### config.mk
export PLATFORM = sky130hd
export DESIGN_NAME = plus_args_tx
export DESIGN_NICKNAME = d
export VERILOG_FILES = /design/src/rtl/plus_args_tx.sv
export SDC_FILE = /design/constraint.sdc
export NUM_CORES = 1
export LEC_CHECK = 0
export CAP_MARGIN = 20
export CORE_MARGIN = 4
export CORE_UTILIZATION = 47
export DETAILED_ROUTE_END_ITERATION = 16
export GPL_TIMING_DRIVEN = 0
export PLACE_DENSITY = 0.75
export SLEW_MARGIN = 30
export SYNTH_ARGS = -nofsm -noshare
export SYNTH_HDL_FRONTEND = slang
export SYNTH_SLANG_ARGS = --single-unit
### constraint.sdc
create_clock -name clk -period 1.65 [get_ports clk]
set_clock_uncertainty 0.1 [all_clocks]
set_input_delay 0.165 -clock clk [delete_from_list [all_inputs] [get_ports clk]]
set_output_delay 0.165 -clock clk [all_outputs]
set_load 0.05 [all_outputs]
### src/rtl/plus_args_tx.sv
// plus_args_tx
// Streams a simulator plus-argument set as ASCII bytes over a valid/ready
// byte interface. One accepted start emits either
//   "+USER_MODE" NEWLINE "+TEST=" HH NEWLINE   (captured user_mode = 1, 20 bytes)
// or
//   "+TEST=" HH NEWLINE                         (captured user_mode = 0, 9 bytes)
// where HH is the captured test_id as two uppercase hex digits.
//
// Ports
//   clk        single clock, rising edge
//   rst_n      asynchronous active-low reset
//   start      frame request, sampled only while busy = 0
//   user_mode  selects the "+USER_MODE" line (captured on start)
//   test_id    test number, emitted in hex (captured on start)
//   tx_data    current ASCII byte
//   tx_valid   tx_data holds a byte to transfer
//   tx_ready   sink accepts; a transfer is tx_valid & tx_ready at a rising edge
//   busy       high from the cycle after start is accepted until the last transfer
//   done       one-cycle pulse in the cycle after the final transfer
module plus_args_tx #(
    parameter logic [7:0] NEWLINE = 8'h0A
) (
    input  logic       clk,
    input  logic       rst_n,
    input  logic       start,
    input  logic       user_mode,
    input  logic [7:0] test_id,
    output logic [7:0] tx_data,
    output logic       tx_valid,
    input  logic       tx_ready,
    output logic       busy,
    output logic       done
);

    typedef enum logic [2:0] {
        IDLE  = 3'd0,
        UMODE = 3'd1,
        THDR  = 3'd2,
        HEXH  = 3'd3,
        HEXL  = 3'd4,
        TERM  = 3'd5
    } state_t;

    // Last index of each multi-byte state; the UMODE string carries its own
    // NEWLINE as byte 10.
    localparam logic [3:0] UMODE_LAST = 4'd10;
    localparam logic [3:0] THDR_LAST  = 4'd5;

    state_t     state_reg, state_next;
    logic [3:0] idx_reg, idx_next;
    logic       done_reg, done_next;
    logic       user_mode_reg;
    logic [7:0] test_id_reg;

    logic xfer;
    logic accept;

    assign xfer   = tx_valid & tx_ready;
    assign accept = start & (state_reg == IDLE);

    // "+USER_MODE" followed by NEWLINE
    function automatic logic [7:0] umode_char(input logic [3:0] i);
        case (i)
            4'd0:    umode_char = 8'h2B; // +
            4'd1:    umode_char = 8'h55; // U
            4'd2:    umode_char = 8'h53; // S
            4'd3:    umode_char = 8'h45; // E
            4'd4:    umode_char = 8'h52; // R
            4'd5:    umode_char = 8'h5F; // _
            4'd6:    umode_char = 8'h4D; // M
            4'd7:    umode_char = 8'h4F; // O
            4'd8:    umode_char = 8'h44; // D
            4'd9:    umode_char = 8'h45; // E
            default: umode_char = NEWLINE;
        endcase
    endfunction

    // "+TEST="
    function automatic logic [7:0] thdr_char(input logic [3:0] i);
        case (i)
            4'd0:    thdr_char = 8'h2B; // +
            4'd1:    thdr_char = 8'h54; // T
            4'd2:    thdr_char = 8'h45; // E
            4'd3:    thdr_char = 8'h53; // S
            4'd4:    thdr_char = 8'h54; // T
            default: thdr_char = 8'h3D; // =
        endcase
    endfunction

    function automatic logic [7:0] hex_char(input logic [3:0] n);
        if (n < 4'd10) begin
            hex_char = 8'h30 + {4'h0, n};
        end else begin
            hex_char = 8'h37 + {4'h0, n};
        end
    endfunction

    // State register, byte index, done pulse and captured fields
    always_ff @(posedge clk or negedge rst_n) begin
        if (!rst_n) begin
            state_reg     <= IDLE;
            idx_reg       <= 4'd0;
            done_reg      <= 1'b0;
            user_mode_reg <= 1'b0;
            test_id_reg   <= 8'h00;
        end else begin
            state_reg <= state_next;
            idx_reg   <= idx_next;
            done_reg  <= done_next;
            if (accept) begin
                user_mode_reg <= user_mode;
                test_id_reg   <= test_id;
            end
        end
    end

    // Next-state logic; every state entry clears the byte index
    always_comb begin
        state_next = state_reg;
        idx_next   = idx_reg;
        done_next  = 1'b0;
        case (state_reg)
            IDLE: begin
                if (accept) begin
                    state_next = user_mode ? UMODE : THDR;
                    idx_next   = 4'd0;
                end
            end
            UMODE: begin
                if (xfer) begin
                    if (idx_reg == UMODE_LAST) begin
                        state_next = THDR;
                        idx_next   = 4'd0;
                    end else begin
                        idx_next = idx_reg + 4'd1;
                    end
                end
            end
            THDR: begin
                if (xfer) begin
                    if (idx_reg == THDR_LAST) begin
                        state_next = HEXH;
                        idx_next   = 4'd0;
                    end else begin
                        idx_next = idx_reg + 4'd1;
                    end
                end
            end
            HEXH: begin
                if (xfer) begin
                    state_next = HEXL;
                    idx_next   = 4'd0;
                end
            end
            HEXL: begin
                if (xfer) begin
                    state_next = TERM;
                    idx_next   = 4'd0;
                end
            end
            TERM: begin
                if (xfer) begin
                    state_next = IDLE;
                    idx_next   = 4'd0;
                    done_next  = 1'b1;
                end
            end
            default: begin
                state_next = IDLE;
                idx_next   = 4'd0;
            end
        endcase
    end

    // Outputs depend only on registered state, so tx_data cannot move while
    // the sink stalls.
    always_comb begin
        tx_valid = (state_reg != IDLE);
        busy     = (state_reg != IDLE);
        done     = done_reg;
        case (state_reg)
            UMODE:   tx_data = umode_char(idx_reg);
            THDR:    tx_data = thdr_char(idx_reg);
            HEXH:    tx_data = hex_char(test_id_reg[7:4]);
            HEXL:    tx_data = hex_char(test_id_reg[3:0]);
            TERM:    tx_data = NEWLINE;
            default: tx_data = 8'h00;
        endcase
    end

endmodule

# Word-level counts from Yosys, hierarchy flattened
# Memories as Yosys holds them, arrays and structs flattened.
# Index checks and enable logic that the tools add are counted.
dict set report totals {
  reg_bits 16
  latch_bits 0
  ramBits 0
  rom_bits 112
  inputBits 13
  output_inout_bits 11
  elab_cells 64
  memories 1
}
# name words word_bits read_ports rd_ports_with_merged_regs write_ports line
set mem_list {}
lappend mem_list {{(name not given)} 16 7 1 0 0 63} ;# case (i)
dict set report classes {
  addsub 5
  multipliers 0
  div_mod_pow 0
  n_lt_le_gt_ge 2
  n_eq_ne 20
  shifts 0
  n_mux 23
  n_bitwise 2
  reduce_logical 7
}
# op count
set op_table {}
lappend op_table {{one-hot mux 8 bit (5 select lines)} 1}
lappend op_table {{adder 6 x 4 -> 7 bit, first input constant} 4}
lappend op_table {{one-hot mux 7 bit (4 select lines)} 1}
lappend op_table {{2-to-1 mux 3 bit} 8}
lappend op_table {{2-to-1 mux 4 bit} 6}
lappend op_table {{one-hot mux 3 bit (6 select lines)} 1}
lappend op_table {{!= test 2 bit, second input constant} 8}
lappend op_table {{one-hot mux 4 bit (4 select lines)} 1}
lappend op_table {{2-to-1 mux 7 bit} 2}
lappend op_table {{equality test 4 x 2 -> 1 bit, second input constant} 2}
lappend op_table {{equality test 4 x 3 -> 1 bit, second input constant} 2}
lappend op_table {{< comparator 4 bit, second input constant} 2}
lappend op_table {{AND reduction 8 bit} 1}
lappend op_table {{equality test 3 x 2 -> 1 bit, second input constant} 2}
lappend op_table {{equality test 3 bit, second input constant} 2}
lappend op_table {{adder 4 x 1 -> 4 bit, second input constant} 1}
lappend op_table {{equality test 4 x 1 -> 1 bit, second input constant} 1}
lappend op_table {{equality test 4 bit, second input constant} 1}
lappend op_table {{logical NOT 4 bit} 1}
lappend op_table {{AND reduction 4 bit} 1}
lappend op_table {{equality test 3 x 1 -> 1 bit, second input constant} 1}
lappend op_table {{logical NOT 3 bit} 1}
lappend op_table {{nonzero test 3 bit} 1}
lappend op_table {{OR reduction 3 bit} 1}
lappend op_table {{5 further kinds} 7}

# Depth between registers and ports, before layout
dict set report logic_depth {
  word_depth 4
  mapped_depth 6
  depth_no_buf 6
}

# Worst setup path after synthesis
# No wires, ideal clock.
dict set report synth_timing {
  path_type {register -> output}
  from {register test_id_reg[1]}
  to {output port tx_data[6]}
  arrival_time_ns 2.628
  required_time_ns 1.385
  slack_ns -1.243
  stages_incl_launch_ff 6
  n_path_buf 0
  cell_sequence {dfrtp_1 inv_1 ha_1 nor2b_1 o21ai_0 o311ai_0}
}
dict set report synth_via {
  elab_chain_cells 3
  elab_cells_between_ends 5
  classes_between {2 x add/sub; 1 x order compare; 2 x mux}
}
# element line
set synth_lines {}
lappend synth_lines {{start, declared} 53} ;# logic [7:0] test_id_reg;
lappend synth_lines {{start signal, assigned} 112} ;# test_id_reg <= test_id;
lappend synth_lines {{adder 6 x 4 -> 7 bit, or another cell as far along} 94} ;# hex_char = 8'h37 + {4'h0, n};
lappend synth_lines {{2-to-1 mux 7 bit *} 91} ;# if (n < 4'd10) begin
lappend synth_lines {{one-hot mux 8 bit (5 select lines) *} 181} ;# case (state_reg)
lappend synth_lines {{end, declared} 28} ;# output logic [7:0] tx_data,
# Every way passes the cells marked *; elsewhere a longest branch is shown, timed or not.

# Final worst setup path
dict set report layout_timing {
  from {register idx_reg[0]}
  to {output port tx_data[6]}
}
dict set report layout_via {
  elab_chain_cells 4
  elab_cells_between_ends 9
  classes_between {4 x eq/ne; 2 x mux; 2 x reduce/logical; 1 x memory}
}
# element line
set layout_lines {}
lappend layout_lines {{start, declared} 50} ;# logic [3:0] idx_reg, idx_next;
lappend layout_lines {{start signal, assigned} 108} ;# idx_reg <= idx_next;
lappend layout_lines {{equality test 4 x 3 -> 1 bit / equality test 4 x 1 -> 1 bit (equally long branches)} 80} ;# case (i)
lappend layout_lines {{OR reduction 2 bit (no source line)} n/a}
lappend layout_lines {{one-hot mux 7 bit (4 select lines)} 80}
lappend layout_lines {{one-hot mux 8 bit (5 select lines) *} 181}
# Marked as above.

==> metrics.md <==
| Metric | Value |
|---|---|
| Global-route wire length before repair | `7314 um` |
| Die span in x | `62.04 um` |
| CTS Buf Count | `3` |
| Reg2reg path depth | `7` |
| Top-count cell post-synth | `dfrtp_1` |
| Detailed Route WL | `4974 um` |
| Cells after synthesis | `164` |
| Reg clk slew, reported paths | `110 ps` |
| Synth Warn # | `0` |
| Final Wtd Congestion | `0.8917` |
| Area Overhead vs Synth | `66.64%` |
| First drt pass iteration count | `4` |
| Diodes inserted | `0` |
| Rel. slew slack | `0.4656` |
| Synth cell count leaders | `dfrtp_1, nor2_1, o21ai_0` |
| Failing checks | `setup timing` |
| Post-layout minimum cycle time | `2282 ps` |
| Achievable frequency | `approximately 440 MHz` |
| Mapped Nets | `approximately 180` |
| Core footprint | `2781 um2` |
| Reg2reg setup slack | `-430 ps` |
| Vias per cell | `6.266` |
| Critical path arrival | `2020 ps` |
| Port Buffers | `22` |
| Top_reg_cell synth | `dfrtp_1` |
| Nature of the critical path startpoint | `flip-flop` |
| Grt ovf | `0` |
| CTS Hold Bufs | `0` |
| DP Wirelength | `2690 um` |
| Top Ports | `24` |
| Worst r2r src | `state_reg[1]` |
| Worst-margin pin slew | `799.2 ps` |
| Endpoints failing setup | `23` |
| Footprint of the multi-input gates | `1145 um2` |
| Post-DR wirelength/cell | `19.74 um` |
| Crit. Startpoint | `idx_reg[0]` |
| Die area | `3849 um2` |
| CTS Buffer Depth | `2` |
| Cell area after synthesis | `between 1000 and 1500 um2` |
| Largest net degree at the start of global routing | `17` |
| Height of the die | `~62 um` |
| Outcome | `finished with violations` |
| #FFs+latches synth | `16` |
| Antenna violations before repair | `0` |
| Antenna Nets Post-Route | `0` |
| Post-synthesis cell type count | `51` |
| Worst Setup Path Type | `reg -> out` |
| Hold_ws | `216.7 ps` |
| CTS tree | `built` |
| Fill cell count | `161` |
| Critical Path RT | `1380 ps` |
| Reg area | `404.1 um2` |
| H-tree depth | `1` |
| Vias in the first global route | `1543` |
| Fin. max-slew vios | `0` |
| DR vias | `1579` |
| Synthesized area per cell | `8.369 um2` |
| Post-synth top area share | `0.2917` |
| Sequential cell area fraction in the yosys report | `0.2917` |
| Reg-to-reg endpoint | `test_id_reg[3]` |
| DR DRC count | `0` |
| Fin crit share | `1.383` |
| Total Routing Usage GR | `0.2606` |
| # clock sinks | `16` |
| Root buffer cell | `clkbuf_4` |
| Initial DRC Count | `104` |
| Share of layout cells above drive strength 1 | `0.4842` |
| Initial Util | `0.4935` |
| Synth area leader | `dfrtp_1` |
| Worst Hold Class | `in -> async` |
| Crit end category | `output port` |
| Clk_lat worst skew | `300 ps` |
| Max reg flops | `8` |
| Rows | `19` |
| Critical Path Fanout Max | `4` |
| Max_cap viols | `0` |
| FFs w/ async S/R, synth | `1.000` |
| Area contributors post-synth | `dfrtp_1, ha_1, o21ai_0` |
| RSZ-0062 raised after global routing | `yes` |
| Setup ws final | `-632.3 ps` |
| Final hold violations | `0` |
| Nets | `242` |
| EDFF count, synth | `0` |
## layout by cell type, fill, tap and decap left out, types with 3 or more instances in the layout
master	synthesis	layout
and2_1	3	3
buf_6	1	21
clkdlybuf4s50_1	0	12
nand2b_1	6	4
mux2i_1	3	3
buf_8	0	5
nor3_1	4	4
a21oi_1	8	6
o21ai_0	14	6
or3_4	0	3
nor2_1	14	13
dfrtp_1	16	13
o211ai_1	3	3
nand2_1	11	6
clkbuf_4	0	4
inv_1	10	7
nand3b_1	3	3
nor3b_4	1	3
o21ai_1	0	6
mux2_4	0	5
dfrtp_2	0	3
buf_4	3	19
nand2_2	0	5
ha_4	0	5
a22oi_2	1	3
## layout make-up
cell class,count,share of cell area
multi-input cells,129,0.5005
well taps,31,0.01696
repair buffers,53,0.2358
clock buffers,4,0.01586
plain buffers,9,0.03556
inverters,10,0.01860
flip-flops and latches,16,0.1767
## how the worst max path moves through the flow
stage | to | slack, ps | cells past startpoint
after floorplan | tx_data[3] | -280 | 5
after global placement | tx_data[4] | -960 | 6
after detailed placement | tx_data[4] | -970 | 6
after CTS | tx_data[2] | -540 | 6
after global routing | tx_data[6] | -660 | 8
final | tx_data[6] | -630 | 8
## worst max-delay path: stages (launching register included)
cell,delay [ps]
dfrtp_2,490
inv_4,120
buf_4,140
ha_4,150
nand2b_1,100
a21oi_1,210
o22a_1,190
o311ai_2,120
buf_6,180
## metrics by stage
| step | area [um2] | setup TNS [ps] | utilization | setup slack [ps] | instances |
|---|---|---|---|---|---|
| final | 2287 | -8551 | 0.8223 | -632.3 | 252 |
| after global routing | 2287 | -10050 | 0.8223 | -663.9 | 252 |
| after CTS | 2157 | -5771 | 0.7755 | -540.1 | 246 |
| after detailed placement | 1752 | -7661 | 0.6298 | -969.6 | 217 |
| after global placement | 1752 | -7345 | 0.6298 | -959.5 | 217 |
| after floorplan | 1493 | -1778 | - | -283.9 | 164 |
## repair_timing
action,CTS,global route
gates cloned,0,0
endpoints found under the setup margin,20,23
resized for setup,102,27
pin swaps,25,16
buffers inserted,25,6
## routing by layer
layer / wire (um) / vias up / GRT usage
met1: 1970 / 771 / 0.3185
met3: 287 / 20 / 0.04132
met5: 0 / - / 0
met4: 166 / 0 / 0.08788
met2: 2549 / 69 / 0.4615
li1: - / 719 / -
## logic make-up after synthesis
logic type / after synthesis / synth area share
AND/OR/NAND/NOR: 62 / 0.2553
AO/OA/AOI/OAI: 49 / 0.2434
buffers and inverters: 19 / 0.06746
flip-flops: 16 / 0.2917
multiplexers: 8 / 0.06290
adder cells (fa/ha/maj): 7 / 0.06381
XOR/XNOR: 2 / 0.01276
other: 1 / 0.002732
Power is not shown: default switching activity piles up to over one toggle a cycle in this logic, so the estimate is an artifact.
